<file path="src/rtl/ibex_multdiv_ctrl.sv">
// ibex_multdiv_ctrl: EX-stage sequencer and shared 34-bit adder for multdiv.
// Optional perf counters enabled by defining MULTDIV_CTRL_PERF_CNT_EN.
module ibex_multdiv_ctrl #(
  parameter int unsigned TAG_W = 5
) (
  input  logic             clk_i,
  input  logic             rst_ni,
  input  logic             req_valid_i,
  output logic             req_ready_o,
  input  logic [1:0]       req_operator_i,
  input  logic [1:0]       req_signed_mode_i,
  input  logic [31:0]      req_op_a_i,
  input  logic [31:0]      req_op_b_i,
  input  logic [TAG_W-1:0] req_tag_i,
  input  logic             flush_i,
  output logic             mult_en_o,
  output logic             div_en_o,
  output logic [1:0]       operator_o,
  output logic [1:0]       signed_mode_o,
  output logic [31:0]      op_a_o,
  output logic [31:0]      op_b_o,
  output logic             equal_to_zero_o,
  input  logic [32:0]      alu_operand_a_i,
  input  logic [32:0]      alu_operand_b_i,
  output logic [33:0]      alu_adder_ext_o,
  output logic [31:0]      alu_adder_o,
  input  logic [31:0]      multdiv_result_i,
  input  logic             multdiv_valid_i,
  output logic             wb_valid_o,
  input  logic             wb_ready_i,
  output logic [31:0]      wb_result_o,
  output logic [TAG_W-1:0] wb_tag_o
`ifdef MULTDIV_CTRL_PERF_CNT_EN
  ,
  output logic [31:0]      perf_busy_cycles_o,
  output logic [15:0]      perf_ops_o
`endif
);

  typedef enum logic [1:0] {
    IDLE  = 2'd0,
    BUSY  = 2'd1,
    FLUSH = 2'd2,
    DONE  = 2'd3
  } state_e;

  state_e            state_q;
  logic [1:0]        operator_q;
  logic [1:0]        signed_mode_q;
  logic [31:0]       op_a_q;
  logic [31:0]       op_b_q;
  logic [TAG_W-1:0]  tag_q;
  logic [31:0]       wb_result_q;
  logic [TAG_W-1:0]  wb_tag_q;
  logic              active;
  logic              accept;

  // Shared adder, full carry kept in the extended sum.
  assign alu_adder_ext_o = {1'b0, alu_operand_a_i} + {1'b0, alu_operand_b_i};
  assign alu_adder_o     = alu_adder_ext_o[32:1];

  // Enables follow the state so the unit finishes even when flushed.
  assign active    = (state_q == BUSY) | (state_q == FLUSH);
  assign mult_en_o = active & ~operator_q[1];
  assign div_en_o  = active &  operator_q[1];

  assign req_ready_o = ~flush_i &
                       ((state_q == IDLE) |
                        ((state_q == DONE) & wb_ready_i));
  assign accept      = req_valid_i & req_ready_o;

  assign operator_o      = operator_q;
  assign signed_mode_o   = signed_mode_q;
  assign op_a_o          = op_a_q;
  assign op_b_o          = op_b_q;
  assign equal_to_zero_o = (op_b_q == 32'd0);
  assign wb_valid_o      = (state_q == DONE);
  assign wb_result_o     = wb_result_q;
  assign wb_tag_o        = wb_tag_q;

  // Request latch, sequencing FSM and writeback result register.
  always_ff @(posedge clk_i or negedge rst_ni) begin
    if (!rst_ni) begin
      state_q       <= IDLE;
      operator_q    <= 2'd0;
      signed_mode_q <= 2'd0;
      op_a_q        <= 32'd0;
      op_b_q        <= 32'd0;
      tag_q         <= '0;
      wb_result_q   <= 32'd0;
      wb_tag_q      <= '0;
    end else begin
      if (accept) begin
        operator_q    <= req_operator_i;
        signed_mode_q <= req_signed_mode_i;
        op_a_q        <= req_op_a_i;
        op_b_q        <= req_op_b_i;
        tag_q         <= req_tag_i;
      end
      unique case (state_q)
        IDLE: begin
          if (accept) state_q <= BUSY;
        end
        BUSY: begin
          if (multdiv_valid_i && !flush_i) begin
            wb_result_q <= multdiv_result_i;
            wb_tag_q    <= tag_q;
            state_q     <= DONE;
          end else if (multdiv_valid_i) begin
            state_q <= IDLE;
          end else if (flush_i) begin
            state_q <= FLUSH;
          end
        end
        FLUSH: begin
          if (multdiv_valid_i) state_q <= IDLE;
        end
        DONE: begin
          if (flush_i) begin
            state_q <= IDLE;
          end else if (wb_ready_i) begin
            state_q <= accept ? BUSY : IDLE;
          end
        end
        default: state_q <= IDLE;
      endcase
    end
  end

`ifdef MULTDIV_CTRL_PERF_CNT_EN
  logic [31:0] busy_cnt_q;
  logic [15:0] ops_cnt_q;

  // Busy-cycle and retired-op counters, both free-running and wrapping.
  always_ff @(posedge clk_i or negedge rst_ni) begin
    if (!rst_ni) begin
      busy_cnt_q <= 32'd0;
      ops_cnt_q  <= 16'd0;
    end else begin
      if (active) busy_cnt_q <= busy_cnt_q + 32'd1;
      if ((state_q == DONE) && wb_ready_i && !flush_i)
        ops_cnt_q <= ops_cnt_q + 16'd1;
    end
  end

  assign perf_busy_cycles_o = busy_cnt_q;
  assign perf_ops_o         = ops_cnt_q;
`endif

endmodule
</file>
<file path="config.mk">
export PLATFORM = sky130hd
export DESIGN_NAME = ibex_multdiv_ctrl
export DESIGN_NICKNAME = d
export VERILOG_FILES = /design/src/rtl/ibex_multdiv_ctrl.sv
export SDC_FILE = /design/constraint.sdc
export NUM_CORES = 1
export LEC_CHECK = 0
export BUFFER_PORTS_ARGS = -buffer_cell sky130_fd_sc_hd__buf_2
export CAP_MARGIN = 20
export CORE_MARGIN = 4
export CORE_UTILIZATION = 34
export DETAILED_ROUTE_END_ITERATION = 10
export GPL_TIMING_DRIVEN = 0
export PLACE_DENSITY_LB_ADDON = 0.15
export SYNTH_ARGS = -nofsm -noshare
export SYNTH_HDL_FRONTEND = slang
export SYNTH_SLANG_ARGS = --single-unit
</file>
<file path="constraint.sdc">
create_clock -name clk_i -period 5 [get_ports clk_i]
set_input_delay 0.75 -clock clk_i [delete_from_list [all_inputs] [get_ports clk_i]]
set_output_delay 0.75 -clock clk_i [all_outputs]
set_load 0.05 [all_outputs]
</file>
==> flow_summary_export.csv <==
group,metric,value,unit
outcome,outcome,"finished, final reports clean",
clocking,cts_hold_buffers,0,
floorplan,ios,353,
clocking,cts_num_sinks,112,
final_layout,drive_above_1_share,0.552,
synth,synthCells,600,
synth,synth_area,0.00664,mm^2
setup_path,cp_slowest_cell,"a211oi_1",
setup_path,crit_arrival,3460,ps
sta,fmax,238,MHz
clocking,cts_tree,"built",
detailed_routing,drcViolationCount,0,
floorplan,rows,50,
synth,yosysTopAreaCell,"dfrtp_1",
global_routing,grt_max_degree,83,
setup_path,crit_buf_inv,4,
setup_path,start_kind,"input pin",
detailed_routing,ant_nets,0,
setup_path,crit_chain,"buf_2 > ha_1 > inv_1 > fa_1 > nor2b_1 > o2111ai_1 > a211oi_1 > o211ai_1 > and4_1 > nor3_1 > buf_4 > buf_2",
synth,ys_types,62,
clocking,cts_inserted_buffers,9,
global_routing,grt_pass1_vias,6103,
setup_path,crit_required,4250,ps
synth,synth_top_area_share,0.422,
placed_design,gp_congestion,0.836,
clocking,postCtsSetupBuffers,0,
clocking,insertion_delay,350,ps
detailed_routing,drt-total-wl,20.2,mm
global_routing,use_met3,0.0641,
setup_path,worstSetupEndpointType,"output port",
floorplan,die_x,148,um
sta,grt_setup_unrepaired,"false",
global_routing,met1_usage,0.199,
clocking,clkSlewWorstSetupHoldPaths,80,ps
global_routing,grt_pass1_wl,31.7,mm
detailed_routing,drt_iter0_drc,171,
sta,hold_viol_final,0,
floorplan,initial_utilization,0.350,
sta,worstMarginPinSlew,556,ps
placed_design,io_buffer_count,352,
synth,synth_ff_type,"dfrtp_1",
pwr,ir_worst_vdd,0.490,mV
global_routing,busiest_layer,"met2",
synth,netlist_top_cells_area,"dfrtp_1 42%, mux2_2 19%, ha_1 7.2%",
global_routing,overflow,0,
sta,slew_violations,0,
setup_path,cpLargestDelayFamily,"compound AO/OA/AOI/OAI gates",
final_layout,final_common_cell,"buf_2",
floorplan,core-area,0.0190,mm^2
sta,tns,0,ps
detailed_routing,wire_per_inst,16.4,um
sta,setup_viol,0,
clocking,cts_buffer_depth,2,
clocking,cts-htree-levels,3,
synth,avgSynthCellArea,11.1,um^2
synth,syn_nets,816,
final_layout,nNetsFinal,1180,
detailed_routing,vias,5851,
detailed_routing,first_pass_iters,4,
clocking,cts_resized,0,
sta,fin_crit_sh,0.841,
setup_path,crit_fanout,4,
sta,finClkSkew,13.3,ps
floorplan,die_h,148,um
global_routing,antenna_found_initial,2,
clocking,cts_root_buffer,"clkbuf_16",
setup_path,worstSetupPathType,"in -> out",
synth,synthArstFlopShare,1.00,
pwr,total_power,6.20,mW
global_routing,grtUsageMet2,0.321,
pwr,power.density,682,mW/mm^2
hold_path,hp-class,"in -> async",
final_layout,syn2layout_area_growth,36.9,%
synth,synth_edf_count,0,
run,maxCapViolCount,0,
detailed_routing,vias_per_cell,4.76,
setup_path,crit_top_cell,"buf_2",
floorplan,die_area,0.0218,mm^2
pwr,leakagePower,4.56,nW
setup_path,slowest_delay,540,ps
synth,yosysWarnings,0,
synth,ys_seq_elements,112,
global_routing,grt_use_total,0.180,
sta,fin_crit,4210,ps
final_layout,final_cell_mix,"356 x buf_2, 112 x dfrtp_1, 110 x mux2_2",
placed_design,dp_hpwl,16.7,mm
sta,relSlewSlack,0.627,
synth,ys_seq_area_frac,0.422,
layout make-up:
| cell class | instances | area (um^2) |
|---|---|---|
| repair buffers | 353 | 1800 |
| clock buffers | 11 | 253 |
| plain buffers | 55 | 373 |
| inverters | 12 | 45.0 |
| fillers | 1874 | 9870 |
| diodes | 1 | 2.50 |
| flip-flops and latches | 112 | 2800 |
| well taps | 260 | 325 |
| clock inverters | 5 | 70.1 |
| multi-input cells | 421 | 3420 |
registers in the layout (all words and copies together) (netlist names):
name	flops
op_a_o	32
state_q	2
tag_q	5
wb_result_o	32
signed_mode_o	2
wb_tag_o	5
op_b_o	32
operator_o	2
metal layers:
metal | vias to the layer above | part of all wire
met4 | 2 | 0.022
met5 | - | 0.00099
met1 | 2711 | 0.38
met2 | 222 | 0.50
met3 | 29 | 0.092
li1 | 2887 | -
synthesized netlist by cell type (5+ instances only):
library cell  count
nor2b_1           5
a211oi_1          7
xor2_1           10
inv_1            12
clkbuf_1         11
a31oi_1           7
o21ai_0          23
and3_1            5
nand4_1           8
ha_1             38
nor2_1           27
xnor2_1          15
a21o_1           16
nor3_1            6
nor4_1            9
mux2_2          110
dfrtp_1         112
nand3_1          14
nand2_1          31
o211ai_1          6
a21oi_1          30
buf_2             5
buf_4            34
path summary, 6_finish.rpt:
| path | start | endpoint | slack [ps] | cells past startpoint |
|---|---|---|---|---|
| worst max-delay path | alu_operand_a_i[0] | alu_adder_o[27] | 790 | 12 |
| worst max register to register | state_q[0]$_DFFE_PN0P_ | op_a_o[30]$_DFFE_PN0P_ | 2610 | 8 |
| worst min-delay path | rst_ni | op_b_o[25]$_DFFE_PN0P_ | 270 | 1 |
| worst min register to register | op_a_o[28]$_DFFE_PN0P_ | op_a_o[28]$_DFFE_PN0P_ | 500 | 1 |
| min in group clk_i | op_a_o[28]$_DFFE_PN0P_ | op_a_o[28]$_DFFE_PN0P_ | 500 | 1 |
| max in group asynchronous | rst_ni | op_a_o[23]$_DFFE_PN0P_ | 4010 | 2 |
worst register-to-register path, stage by stage, from the launching register on:
cell and delay [ps]:
dfrtp_1 420, inv_1 120, ha_1 180, a21oi_1 50, nor2_1 150, and2_1 180, clkbuf_1 410, buf_2 370
mux2_2 380
power breakdown:
part | internal (mW) | switching [mW] | total (mW)
sequential | 1.37 | 0.266 | 1.63
combinational | 1.04 | 2.75 | 3.79
clock | 0.426 | 0.342 | 0.768
kinds of logic (layout without fill, tap and decap cells):
logic type	Yosys count	in the layout	synth area share
AO/OA/AOI/OAI	121	121	0.122
other	0	1	0
AND/OR/NAND/NOR	124	124	0.0960
flip-flops	112	112	0.422
buffers and inverters	67	436	0.0630
adder cells (fa/ha/maj)	39	39	0.0746
multiplexers	112	112	0.190
XOR/XNOR	25	25	0.0330
per-stage QoR:
step | utilization | hold WS (ps) | worst slack [ps] | instance area (um^2) | cells
finish | 0.479 | 267 | 793 | 9080 | 1230
global route | 0.479 | 269 | 577 | 9080 | 1230
CTS | 0.479 | 261 | 805 | 9080 | 1229
detailed placement | 0.462 | 487 | 803 | 8760 | 1213
global placement | 0.460 | 483 | 838 | 8720 | 1212
floorplan | - | 454 | 413 | 6640 | 600
(Power assumes the default switching activity.)
